--- config.mk ---
export PLATFORM = sky130hd
export DESIGN_NAME = div23_rem_stage
export DESIGN_NICKNAME = d
export VERILOG_FILES = /design/src/rtl/div23_rem_stage.sv
export SDC_FILE = /design/constraint.sdc
export NUM_CORES = 1
export LEC_CHECK = 0
export ABC_AREA = 1
export BUFFER_PORTS_ARGS = -buffer_cell sky130_fd_sc_hd__buf_2
export CAP_MARGIN = 10
export CORE_ASPECT_RATIO = 0.6
export CORE_MARGIN = 5
export CORE_UTILIZATION = 55
export DETAILED_ROUTE_END_ITERATION = 12
export PLACE_DENSITY = 0.77
export SYNTH_ARGS = -nofsm -noshare
export SYNTH_HDL_FRONTEND = slang
export SYNTH_SLANG_ARGS = --single-unit
--- constraint.sdc ---
create_clock -name clk -period 3.6 [get_ports clk]
set_input_delay 0.72 -clock clk [delete_from_list [all_inputs] [get_ports clk]]
set_output_delay 0.72 -clock clk [all_outputs]
set_load 0.01 [all_outputs]
--- src/rtl/div23_rem_stage.sv ---
`timescale 1ns/1ps
`default_nettype none
// ============================================================================
// Module   : div23_rem_stage
// Purpose  : Registered stage behind the combinational 16-bit divide-by-23
//            quotient block. It captures each dividend X with its quotient Q,
//            forms R = X - 23*Q and flags an inconsistent Q. The resulting
//            {Q, R, err} beat leaves through a 2-entry skid buffer, which keeps
//            out_ready off every timing path back into the divider.
// Ports    : clk, rst_n (async, active low), clr (sync flush)
//            in_valid / in_ready / in_x / in_q          - upstream beat
//            out_valid / out_ready / out_q / out_r / out_err - downstream beat
//            err_cnt                                    - saturating error count
// Options  : DIV23_ERR_CNT_EN - when defined, err_cnt counts accepted beats
//            with err=1 and saturates at 255. When undefined, err_cnt is 0.
// Revision : 1.0 - initial release
// ============================================================================
module div23_rem_stage #(
    parameter int XW      = 16,
    parameter int QW      = 12,
    parameter int RW      = 5,
    parameter int DIVISOR = 23
) (
    input  logic          clk,
    input  logic          rst_n,
    input  logic          clr,
    input  logic          in_valid,
    output logic          in_ready,
    input  logic [XW-1:0] in_x,
    input  logic [QW-1:0] in_q,
    output logic          out_valid,
    input  logic          out_ready,
    output logic [QW-1:0] out_q,
    output logic [RW-1:0] out_r,
    output logic          out_err,
    output logic [7:0]    err_cnt
);

    // DW holds the signed difference; PW holds DIVISOR*Q for any QW-bit Q.
    localparam int DW = XW + 2;
    localparam int PW = XW + 1;

    // ------------------------------------------------------------------
    // Remainder and consistency check on the incoming beat
    // ------------------------------------------------------------------
    logic [PW-1:0]        w_prod;
    logic signed [DW-1:0] w_diff;
    logic                 w_err;
    logic [RW-1:0]        w_r;

    assign w_prod = PW'(DIVISOR) * PW'(in_q);
    assign w_diff = signed'({2'b00, in_x}) - signed'({1'b0, w_prod});
    // Negative difference (Q too large) or difference >= DIVISOR (Q too small).
    assign w_err  = w_diff[DW-1] | (w_diff[DW-2:0] >= (DW-1)'(DIVISOR));
    // Raw low bits are passed along even for a bad quotient.
    assign w_r    = w_diff[RW-1:0];

    // ------------------------------------------------------------------
    // Skid buffer state
    // ------------------------------------------------------------------
    logic          r_main_valid, r_skid_valid, r_ready;
    logic [QW-1:0] r_main_q, r_skid_q;
    logic [RW-1:0] r_main_r, r_skid_r;
    logic          r_main_err, r_skid_err;

    logic          w_main_valid_nxt, w_skid_valid_nxt;
    logic [QW-1:0] w_main_q_nxt, w_skid_q_nxt;
    logic [RW-1:0] w_main_r_nxt, w_skid_r_nxt;
    logic          w_main_err_nxt, w_skid_err_nxt;
    logic          w_accept, w_emit;

    // r_ready mirrors "skid empty"; clr only masks it for its own cycle.
    assign in_ready  = r_ready & ~clr;
    assign w_accept  = in_valid & in_ready;
    assign w_emit    = r_main_valid & out_ready;

    assign out_valid = r_main_valid;
    assign out_q     = r_main_q;
    assign out_r     = r_main_r;
    assign out_err   = r_main_err;

    always_comb begin
        w_main_valid_nxt = r_main_valid;
        w_main_q_nxt     = r_main_q;
        w_main_r_nxt     = r_main_r;
        w_main_err_nxt   = r_main_err;
        w_skid_valid_nxt = r_skid_valid;
        w_skid_q_nxt     = r_skid_q;
        w_skid_r_nxt     = r_skid_r;
        w_skid_err_nxt   = r_skid_err;

        if (clr) begin
            w_main_valid_nxt = 1'b0;
            w_skid_valid_nxt = 1'b0;
        end else if (!r_main_valid || w_emit) begin
            // Main frees up. An occupied skid always holds the older beat,
            // and no accept can coincide with it because in_ready is low.
            if (r_skid_valid) begin
                w_main_valid_nxt = 1'b1;
                w_main_q_nxt     = r_skid_q;
                w_main_r_nxt     = r_skid_r;
                w_main_err_nxt   = r_skid_err;
                w_skid_valid_nxt = 1'b0;
            end else if (w_accept) begin
                w_main_valid_nxt = 1'b1;
                w_main_q_nxt     = in_q;
                w_main_r_nxt     = w_r;
                w_main_err_nxt   = w_err;
            end else begin
                w_main_valid_nxt = 1'b0;
            end
        end else if (w_accept) begin
            // Main is stalled: park the new beat behind it.
            w_skid_valid_nxt = 1'b1;
            w_skid_q_nxt     = in_q;
            w_skid_r_nxt     = w_r;
            w_skid_err_nxt   = w_err;
        end
    end

    always_ff @(posedge clk or negedge rst_n) begin
        if (!rst_n) begin
            r_main_valid <= 1'b0;
            r_main_q     <= '0;
            r_main_r     <= '0;
            r_main_err   <= 1'b0;
            r_skid_valid <= 1'b0;
            r_skid_q     <= '0;
            r_skid_r     <= '0;
            r_skid_err   <= 1'b0;
            r_ready      <= 1'b0;
        end else begin
            r_main_valid <= w_main_valid_nxt;
            r_main_q     <= w_main_q_nxt;
            r_main_r     <= w_main_r_nxt;
            r_main_err   <= w_main_err_nxt;
            r_skid_valid <= w_skid_valid_nxt;
            r_skid_q     <= w_skid_q_nxt;
            r_skid_r     <= w_skid_r_nxt;
            r_skid_err   <= w_skid_err_nxt;
            r_ready      <= ~w_skid_valid_nxt;
        end
    end

    // ------------------------------------------------------------------
    // Error counter (survives clr, cleared only by rst_n)
    // ------------------------------------------------------------------
`ifdef DIV23_ERR_CNT_EN
    logic [7:0] r_err_cnt;

    always_ff @(posedge clk or negedge rst_n) begin
        if (!rst_n) begin
            r_err_cnt <= 8'd0;
        end else if (w_accept && w_err && (r_err_cnt != 8'hFF)) begin
            r_err_cnt <= r_err_cnt + 8'd1;
        end
    end

    assign err_cnt = r_err_cnt;
`else
    assign err_cnt = 8'd0;
`endif

endmodule
`default_nettype wire

# Yosys cells after proc, flatten, opt, wreduce, memory -nomap -nowiden
# Cells that the tools add are included.
# Widths: inputs -> output; s select.
# word_totals
elab_cells	38
reg_bits	39
in_bits	33
out_inout_bits	28
# classes
n_reduce_logical	6
mul	1
bitwise	7
n_addsub	1
n_lt_le_gt_ge	1
n_mux	13
# ops
op	n
$mux 12	2
$sub 16x17->18	1
$ge 17x5->1 const B	1
$mul 5x12->17 const A	1
$mux 5	2
$mux 1	9
$reduce_and 3->1	2
$reduce_bool 2->1	2
$and 1x1->1	3
$not 1->1	3
$logic_not 1->1	1
$logic_or 1x1->1	1
$or 1x1->1	1

# Longest topological paths before layout
# depth
word_depth	7
ltp_mapped	23
ltp_nobuf	23

# Worst setup path before layout
# No wires, ideal clock.
# synth_path
path_kind	input port to flip-flop
start	in in_q[10]
end	reg r_main_err (netlist: out_err)
path_slack_ns	-0.213
setup_time_ns	0.116
cell_stages	21
arrival_ns	3.696
path_cell_list	inv_1 -> fa_1 -> fa_1 -> inv_1 -> fa_1 -> inv_1 -> ha_1 -> nand2_1 -> inv_1 -> a21oi_2 -> nor2_1 -> nor2_1 -> nand2_1 -> nand2_1 -> nand2_1 -> nor2_2 -> nand2_1 -> nor2_1 -> nand3_1 -> nand2_1 -> nand2_1
# synth_via
elab_chain_cells	6
# synth_lines
item	line_no	rtl
start, declared	30	input logic [QW-1:0] in_q,
$mul 5x12->17 *	51	assign w_prod = PW'(DIVISOR) * PW'(in_q);
$sub 16x17->18 *	52	assign w_diff = signed'({2'b00, in_x}) - signed'({1'b0, w_prod});
$ge 17x5->1	54	assign w_err = w_diff[DW-1] | (w_diff[DW-2:0] >= (DW-1)'(DIVISOR));
$or 1x1->1 *	54	
$mux 1 *	104	end else if (w_accept) begin
$mux 1 *	98	if (r_skid_valid) begin
end signal, assigned	136	r_main_err <= w_main_err_nxt;
end, declared	64	logic r_main_err, r_skid_err;
# Every way passes the cells marked *; elsewhere a longest branch is shown, timed or not. The select of a mux whose other input is x is not followed.
# A chain may end at the register's enable or synchronous reset.

# Worst setup path in the final report
# layout_path
start	in in_q[3]
end	reg r_main_err (netlist: out_err)
# Same word-level chain as after synthesis.

==> impl_metrics.csv <==
group,metric,value,unit
layout,syn_to_final_growth,28.6,%
floorplan,num_io_pins,61,
floorplan,die_y,77.5,um
power_and_ir_drop,p_sw_share,49.0,%
critical_path,cp.arrival,3.94,ns
sta,rsz0062_at_grt,"true",
global_route,grt_pass1_wl,18900,um
placed_design,portBuffers,52,
sta,fin_crit,3.76,ns
clocking,htreeDepth,2,
synth,synth.most_common_cell,"nand2_1",
critical_path,worst_path_max_delay_cell,"fa_1",
placed_design,place.gp.congestion,0.925,
critical_path,cp-startpoint,"in_q[3]",
sta,hold_viol_final,0,
power_and_ir_drop,p_per_area,719,nW/um2
critical_path,worstSetupEndpointType,"flip-flop",
global_route,track_usage,25.2,%
synth,syn_inst,584,
synth,seq_area_frac_synth,23.4,%
clocking,clk_pin_slew,0.06,ns
critical_path,path_common_cell,"nand2_1",
drt,totalWireLength,11200,um
sta,slew_violations,0,
clocking,cts.sinks,39,
sta,setup_tns,-0.267,ns
synth,synth_top_area_share,23.4,%
global_route,grt_pass1_vias,3942,
global_route,grt_max_degree,40,
synth,yosys_register_bits,39,
sta,timing.final.crit_share,104,%
sta,tightestPinTransition,0.902,ns
clocking,cts_max_path_buffers,2,
power_and_ir_drop,clock_power_share,11.9,%
floorplan,core,7330,um2
clocking,clockRootBuffer,"clkbuf_16",
drt,wl_per_cell,14.4,um
drt,drc,0,
placed_design,post-dp-hpwl,8650,um
placed_design,pre_cts_ws,-0.499,ns
floorplan,fp-row-count,24,
placed_design,dp_cells,768,
sta,hold_ws,0.477,ns
synth,postSynthAreaPerCell,7.14,um2
synth,ys.warnings.count,0,
global_route,antenna_found_initial,0,
sta,finalWorstSetupSlack,-0.156,ns
synth,yosys-top-cells-count,"145 x nand2_1, 140 x inv_1, 46 x nor2_1",
floorplan,fp.dieW,122,um
drt,antenna_left,0,
clocking,numCtsBuffers,5,
critical_path,critPathMaxFanout,5,
clocking,tritoncts,"built",
worst_hold_path,hold_path.startpoint,"r_skid_q[2]",
status,status,"finished with violations",
drt,dr.first_iter.drc_count,323,
power_and_ir_drop,power_frac_seq,15.7,%
synth,synthesis.area,4170,um2
floorplan,die_area,9480,um2
critical_path,crit_chain,"buf_2 > inv_1 > fa_1 > inv_1 > ha_1 > fa_1 > inv_1 > ha_4 > nand2_1 > nand2_1 > nand2_1 > nand2_2 > inv_2 > nand2_2 > nand2_1 > nand2_2 > nand3_2 > nor2_4 > nand2_1 > nor2_1 > nand3_1 > nand2_1 > nand2_1",
synth,yosysTopAreaCell,"dfrtp_1",
layout,drive_gt1_share,33.0,%
critical_path,reg2reg_slack,1.53,ns
critical_path,critPathMaxStageDelay,0.56,ns
sta,setup_violations,2,
synth,synthArstFlopShare,100,%
drt,viasPerCell,5.01,
layout,fin_nets,775,
sta,max_freq,266,MHz
layout,antenna_cells,0,
power_and_ir_drop,irDropWorstVdd,514,uV
drt,via_count,3899,
sta,finClkSkew,0.00287,ns
power_and_ir_drop,netSwitchingPower,1.89,mW
drt,drt_pre_antenna_iters,5,
power_and_ir_drop,leakage,2.87,nW
status,violations,"negative setup slack",
clocking,clk_latency,0.29,ns
layout,stdcell_count,779,
critical_path,critPathKind,"in -> reg",
synth,synth.distinct_cells,27,
power_and_ir_drop,power.internal,1.97,mW
synth,ys.flop_type,"dfrtp_1",
critical_path,critPathLaunchType,"input port",
synth,synth-edff-count,0,
global_route,grt_remaining_overflow,0,
critical_path,r2r_start,"r_skid_valid",
sta,maxSlewHeadroom,39.8,%
worst_hold_path,hp-class,"reg -> reg",
synth,yosys-top-cells-area,"dfrtp_1 23%, fa_1 16%, nand2_1 13%",
critical_path,critPathRequiredTime,3.79,ns
floorplan,initial_core_util,56.9,%
flow_run,maxCapViolCount,0,
power_and_ir_drop,combPwrFrac,72.4,%
## sequential cells by signal, summed over array words and instances, names as in the netlist
| register | count |
|---|---|
| out_r | 5 |
| out_err | 1 |
| out_valid | 1 |
| r_skid_valid | 1 |
| r_skid_err | 1 |
| out_q | 12 |
| r_ready | 1 |
| r_skid_r | 5 |
| r_skid_q | 12 |
## final timing paths
| kind | to | depth (start not counted) |
|---|---|---|
| setup / recovery | out_err | 23 |
| hold / removal | r_skid_q[2] | 2 |
| setup reg to reg | out_q[6] | 9 |
| hold reg to reg | r_skid_q[2] | 2 |
| max in group asynchronous | r_skid_r[0] | 1 |
| min in group asynchronous | out_q[6] | 1 |
## layer usage
metal  global-route usage, %  share of wire, %
met1                    33.6                45
met2                    42.6                46
met3                    3.78               6.0
met4                    7.82               2.3
met5                       0                 0
## placed cells by master (no fill, tap or decap), types with 4 or more instances in the layout
cell	instances
nand3_1	15
buf_2	44
nand3b_1	5
nor2_4	5
buf_6	8
a21oi_1	12
ha_1	23
buf_4	39
nand2_2	37
conb_1	8
dfrtp_1	39
nand2_1	124
inv_2	31
clkbuf_16	5
inv_1	112
nor2_1	39
nand3_2	5
ha_4	12
o21ai_0	16
a21oi_2	4
a31oi_1	16
nand2_4	7
nor2_2	7
fa_1	31
inv_4	4
## power groups by stage
stage	clock network, mW	registers, mW	logic (mW)
after floorplan	0	0.628	1.56
after global placement	0	0.608	2.18
after detailed placement	0	0.614	2.24
after CTS	0.461	0.606	2.58
after global routing	0.485	0.620	3.09
final	0.457	0.606	2.79
## layout make-up
| class | count | area, um2 |
|---|---|---|
| multi-input cells | 383 | 2890 |
| fillers | 582 | 1970 |
| flip-flops and latches | 39 | 976 |
| repair buffers | 92 | 618 |
| inverters | 153 | 598 |
| well taps | 104 | 130 |
| clock buffers | 5 | 125 |
| clock inverters | 3 | 23.8 |
## logic make-up (layout without fill, tap and decap cells)
family	count (synthesis)	after routing	synth area share [%]
AND/OR/NAND/NOR	249	249	25.9
buffers and inverters	169	253	16.1
adder cells (fa/ha/maj)	68	68	26.3
AO/OA/AOI/OAI	55	55	7.50
flip-flops	39	39	23.4
XOR/XNOR	3	3	0.630
other	1	8	0.0899
## metrics by stage
step                      area [um2]  util [%]  power, mW
after floorplan                 4300         -       2.18
after global placement          4870      66.5       2.79
after detailed placement        4870      66.5       2.85
after CTS                       5270      72.0       3.64
after global routing            5360      73.2       4.19
final                           5360      73.2       3.86
## what timing repair did
action	in CTS	in global routing
gates cloned	0	0
buffers inserted	2	1
pin swaps	44	23
hold buffers	0	0
endpoints found under the setup margin	2	2
gates resized for setup	80	24
## worst max-delay path, delay by kind of cell
kind          cells  cell delay (ns)
fa+ha+maj         4             1.68
simple gates     14             1.12
buf+inv           5             0.42
Power figures use the tool's default switching activity.
